==> config.mk <==
export PLATFORM = sky130hd
export DESIGN_NAME = prog_mem
export DESIGN_NICKNAME = d
export VERILOG_FILES = /design/src/rtl/prog_mem.sv
export SDC_FILE = /design/constraint.sdc
export NUM_CORES = 1
export LEC_CHECK = 0
export BUFFER_PORTS_ARGS = -buffer_cell sky130_fd_sc_hd__clkbuf_2
export CAP_MARGIN = 20
export CORE_ASPECT_RATIO = 1.5
export CORE_UTILIZATION = 50
export DETAILED_ROUTE_END_ITERATION = 8
export PLACE_DENSITY = 0.72
export SETUP_SLACK_MARGIN = 0.2
export SLEW_MARGIN = 20
export SYNTH_ARGS = -nofsm -noshare
export SYNTH_HDL_FRONTEND = slang
export SYNTH_SLANG_ARGS = --single-unit
==> constraint.sdc <==
create_clock -name clk -period 6.5 [get_ports clk]
set_input_delay 0.65 -clock clk [delete_from_list [all_inputs] [get_ports clk]]
set_output_delay 0.65 -clock clk [all_outputs]
set_load 0.02 [all_outputs]
==> src/rtl/prog_mem.sv <==
// prog_mem: 32 x 32-bit word memory behind a one-wire serial frame interface.
// A frame is: start bit, opcode (1=write, 0=read), 5 address bits MSB first,
// then either 32 write-data bits MSB first, or a turnaround cycle followed by
// a response start bit and 32 read-data bits MSB first on 'out'.
// Optional build macro: MEM_CLEAR_ON_RESET_EN -- when defined, reset also
// clears every word of 'mem' to zero; otherwise 'mem' keeps its contents.
module prog_mem (
    input  logic clk,
    input  logic rst_n,
    input  logic in,
    output logic out
);

    localparam int NWORD = 32;

    typedef enum logic [2:0] {
        IDLE,
        OP,
        ADDR,
        WDATA,
        TURN,
        RSTART,
        RDATA
    } state_t;

    state_t      state;
    state_t      state_nxt;

    logic [31:0] mem [0:NWORD-1];

    logic        is_write;
    logic [4:0]  addr;
    logic [4:0]  cnt;
    logic [31:0] wreg;
    logic [31:0] rreg;

    logic        out_nxt;
    logic        mem_we;
    logic [31:0] wdata_full;

    // State register; reset abandons any frame in flight.
    always_ff @(posedge clk or negedge rst_n) begin
        if (!rst_n) begin
            state <= IDLE;
        end else begin
            state <= state_nxt;
        end
    end

    // Next-state decode, the next value of the registered output and the write strobe.
    always_comb begin
        state_nxt  = state;
        out_nxt    = 1'b0;
        mem_we     = 1'b0;
        wdata_full = {wreg[30:0], in};
        case (state)
            IDLE: begin
                if (in) begin
                    state_nxt = OP;
                end
            end
            OP: begin
                state_nxt = ADDR;
            end
            ADDR: begin
                if (cnt == 5'd4) begin
                    state_nxt = is_write ? WDATA : TURN;
                end
            end
            WDATA: begin
                if (cnt == 5'd31) begin
                    mem_we    = 1'b1;
                    state_nxt = IDLE;
                end
            end
            TURN: begin
                out_nxt   = 1'b1;
                state_nxt = RSTART;
            end
            RSTART: begin
                out_nxt   = rreg[31];
                state_nxt = RDATA;
            end
            RDATA: begin
                if (cnt == 5'd31) begin
                    out_nxt   = 1'b0;
                    state_nxt = IDLE;
                end else begin
                    out_nxt = rreg[31];
                end
            end
            default: begin
                state_nxt = IDLE;
            end
        endcase
    end

    // Frame datapath: opcode, address and write shift-in, read shift-out, bit counter.
    always_ff @(posedge clk or negedge rst_n) begin
        if (!rst_n) begin
            out      <= 1'b0;
            is_write <= 1'b0;
            addr     <= '0;
            cnt      <= '0;
            wreg     <= '0;
            rreg     <= '0;
        end else begin
            out <= out_nxt;
            case (state)
                IDLE: begin
                    cnt <= '0;
                end
                OP: begin
                    is_write <= in;
                    cnt      <= '0;
                end
                ADDR: begin
                    addr <= {addr[3:0], in};
                    cnt  <= (cnt == 5'd4) ? 5'd0 : cnt + 5'd1;
                end
                WDATA: begin
                    wreg <= wdata_full;
                    cnt  <= cnt + 5'd1;
                end
                TURN: begin
                    rreg <= mem[addr];
                end
                RSTART: begin
                    rreg <= {rreg[30:0], 1'b0};
                    cnt  <= '0;
                end
                RDATA: begin
                    rreg <= {rreg[30:0], 1'b0};
                    cnt  <= cnt + 5'd1;
                end
                default: begin
                    cnt <= '0;
                end
            endcase
        end
    end

`ifdef MEM_CLEAR_ON_RESET_EN
    // Storage write port; reset wipes the whole array.
    always_ff @(posedge clk or negedge rst_n) begin
        if (!rst_n) begin
            for (int i = 0; i < NWORD; i++) begin
                mem[i] <= '0;
            end
        end else if (mem_we) begin
            mem[addr] <= wdata_full;
        end
    end
`else
    // Storage write port; only a complete word ever lands here, and reset leaves contents alone.
    always_ff @(posedge clk) begin
        if (mem_we) begin
            mem[addr] <= wdata_full;
        end
    end
`endif

endmodule

==> qor.csv <==
metric;value;unit
CTS tree;built;
ys async rst share;7.08;%
CTS Buffer Depth;3;
setup violators final;0;
Area Overhead vs Synth;11.5;%
crit path kind;reg2reg;
switching pwr;5.58;mW
Clock Tree Root;clkbuf_16;
Die Area;86600;µm²
DRC;0;
status;complete, no violations;
final WL;108000;µm
Switching Share;30.5;%
clk sinks;1102;
clk_lat worst skew;0.68;ns
CP startpoint kind;flop;
H-tree depth;3;
Post-synth EDFFs;1024;
post-synth net total;2305;
pin count of the biggest net entering global routing;123;
top cells by count, synth;1024 x edfxtp_1, 314 x mux2i_1, 149 x nand2_1;
Hold Path Class;in2async;
RSZ-0062 raised after global routing;no;
Ys Warns;0;
WL/cell;30.5;µm
via count;22339;
initial DRC count;2488;
first-pass GRT wire length;155000;µm
prevailing post-synth register cell;edfxtp_1;
final worst slack;2.83;ns
I/O pins;4;
synthesized cell area;42700;µm²
crit path max fanout;39;
drt pass-1 iters;6;
Hold Fails Final Rpt;0;
Clk pin slew, worst setup/hold paths;0.07;ns
RePlAce Congestion;0.881;
post-route setup TNS;0;ns
Slew Limit Headroom;18.1;%
initial core utilization;50.7;%
Synth Register Bits;1102;
worst slew pin tran;1.22;ns
Port Buffers;3;
Pint;12.7;mW
total power;18.3;mW
GRT overflow;0;
Rows;130;
Core Util, Final;56.5;%
Logic pwr share;22.8;%
Setup crit end kind;flop;
syn avg cell area;18.6;µm²
Seq/Total Area, Yosys;76.6;%
power per cell area;384;nW/µm²
critical path data arrival time;4.16;ns
share of cells above drive strength 1;18.7;%
Final ANT Viol Nets;0;
nets;2347;
IR drop worst, VDD;0.404;mV
Static Leak;14.8;nW
Final Slew Violations;0;
top-count cell post-synth;edfxtp_1;
Clk pwr share;30.3;%
Yosys cell types;50;
Synth Instances;2299;
Via-to-Cell Ratio;6.31;
max-cap viol count;0;
DP HPWL;65100;µm
Period minus WS final;3.67;ns
vias in the first global route;22383;
Req. time, crit path;6.99;ns
initial antenna violation count;0;
Die Width;241;µm
Yosys top cell area share;72.0;%
All-Layer GR Usage;25.2;%
Setup Fix Bufs, Post-CTS;0;
sequential group share of total power;46.9;%
core area;84300;µm²
CTS buffer count;91;
dpl ws;2.81;ns
final worst path period share;56.4;%
antenna cells;0;
fmax;0.273;GHz
clk_skew;0.0381;ns
Synth area leaders;edfxtp_1 72%, mux2i_1 7.4%, mux4_2 5.0%;
post-synth top area cell;edfxtp_1;
Die Span Y;360;µm
metrics by stage:
| stage | instances | hold WS [ns] | area [µm²] |
|---|---|---|---|
| 2_1_floorplan | 2299 | 0.354 | 42700 |
| 3_3_place_gp | 3352 | 0.496 | 44200 |
| 3_5_place_dp | 3367 | 0.525 | 44600 |
| 4_1_cts | 3536 | 0.441 | 47600 |
| 5_1_grt | 3538 | 0.486 | 47600 |
| 6_report | 3538 | 0.466 | 47600 |
worst paths after layout:
path / slack (ns) / from / end / cells past startpoint
max in group asynchronous: 4.72 / rst_n / addr[1] / 3
setup reg to reg: 2.83 / addr[0] / rreg[7] / 7
setup / recovery: 2.83 / addr[0] / rreg[7] / 7
hold / removal: 0.47 / rst_n / wreg[23] / 2
min in group clk: 0.55 / rreg[0] / rreg[0] / 1
hold reg to reg: 0.55 / rreg[0] / rreg[0] / 1
final cells by class:
cell class	count	area [µm²]
Fill cell	6260	36600
Timing Repair Buffer	88	953
Clock inverter	55	581
Sequential cell	1102	32700
Clock buffer	113	2420
Tap cell	1122	1400
Multi-Input combinational cell	1054	9550
Inverter	4	15.0
logic make-up after synthesis:
kind of cell,Yosys count,share of synthesized area (%)
fa+ha+maj,3,0.0879
mux,455,13.6
simple gates,326,3.51
xor+xnor,2,0.0410
flops,1102,76.6
buf+inv,143,1.77
compound gates,268,4.48
power by group through the flow:
stage	Combinational, mW	Sequential (mW)	Clock, mW
floorplan	3.03	8.42	0
global placement	4.07	8.69	0
detailed placement	4.11	8.72	0
CTS	4.13	8.57	5.59
global route	4.33	8.60	5.83
finish	4.17	8.58	5.54
sequential cells by signal, summed over array words and instances (netlist names):
signal and cells:
rreg 32, mem 1024, is_write 1, addr 5, wreg 31, cnt 5, state 3, out 1
routing by layer:
layer / GRT usage, % / part of all wire (%)
met5: 0 / 0
met4: 16.0 / 6.6
met3: 4.32 / 7.4
met2: 42.8 / 51
met1: 29.5 / 34
placed cells by master, fill, tap and decap left out, drive strengths merged, types with 4 or more instances in the layout:
cell	Yosys	final
o22ai	96	96
clkbuf	42	115
mux4	94	94
a21oi	11	11
dfrtp	78	78
inv	4	11
nor4	32	32
nor2	70	70
nand2	149	149
bufinv	0	10
o22a	24	24
a31oi	24	24
nor3	34	34
mux2i	314	314
nor2b	5	5
a311oi	31	31
nand4	5	5
mux2	47	47
buf	97	85
nand4b	4	4
o21ai	66	66
edfxtp	1024	1024
clkinv	0	33
clkinvlp	0	5
o221ai	7	7
critical path, stage by stage, from the launching register on:
cell	delay, ns
dfrtp_4	0.73
buf_4	0.42
nand2_1	0.16
or3_1	0.22
buf_4	0.46
o22ai_1	0.16
nor4_1	1.05
a311oi_2	0.20
what timing repair did:
| item | in CTS | in global routing |
|---|---|---|
| resized for setup | 0 | 0 |
| hold buffers | 1 | 0 |
| setup endpoints to repair | 0 | 0 |
| endpoints found under the hold margin | 21 | 0 |
(Power assumes the default switching activity.)
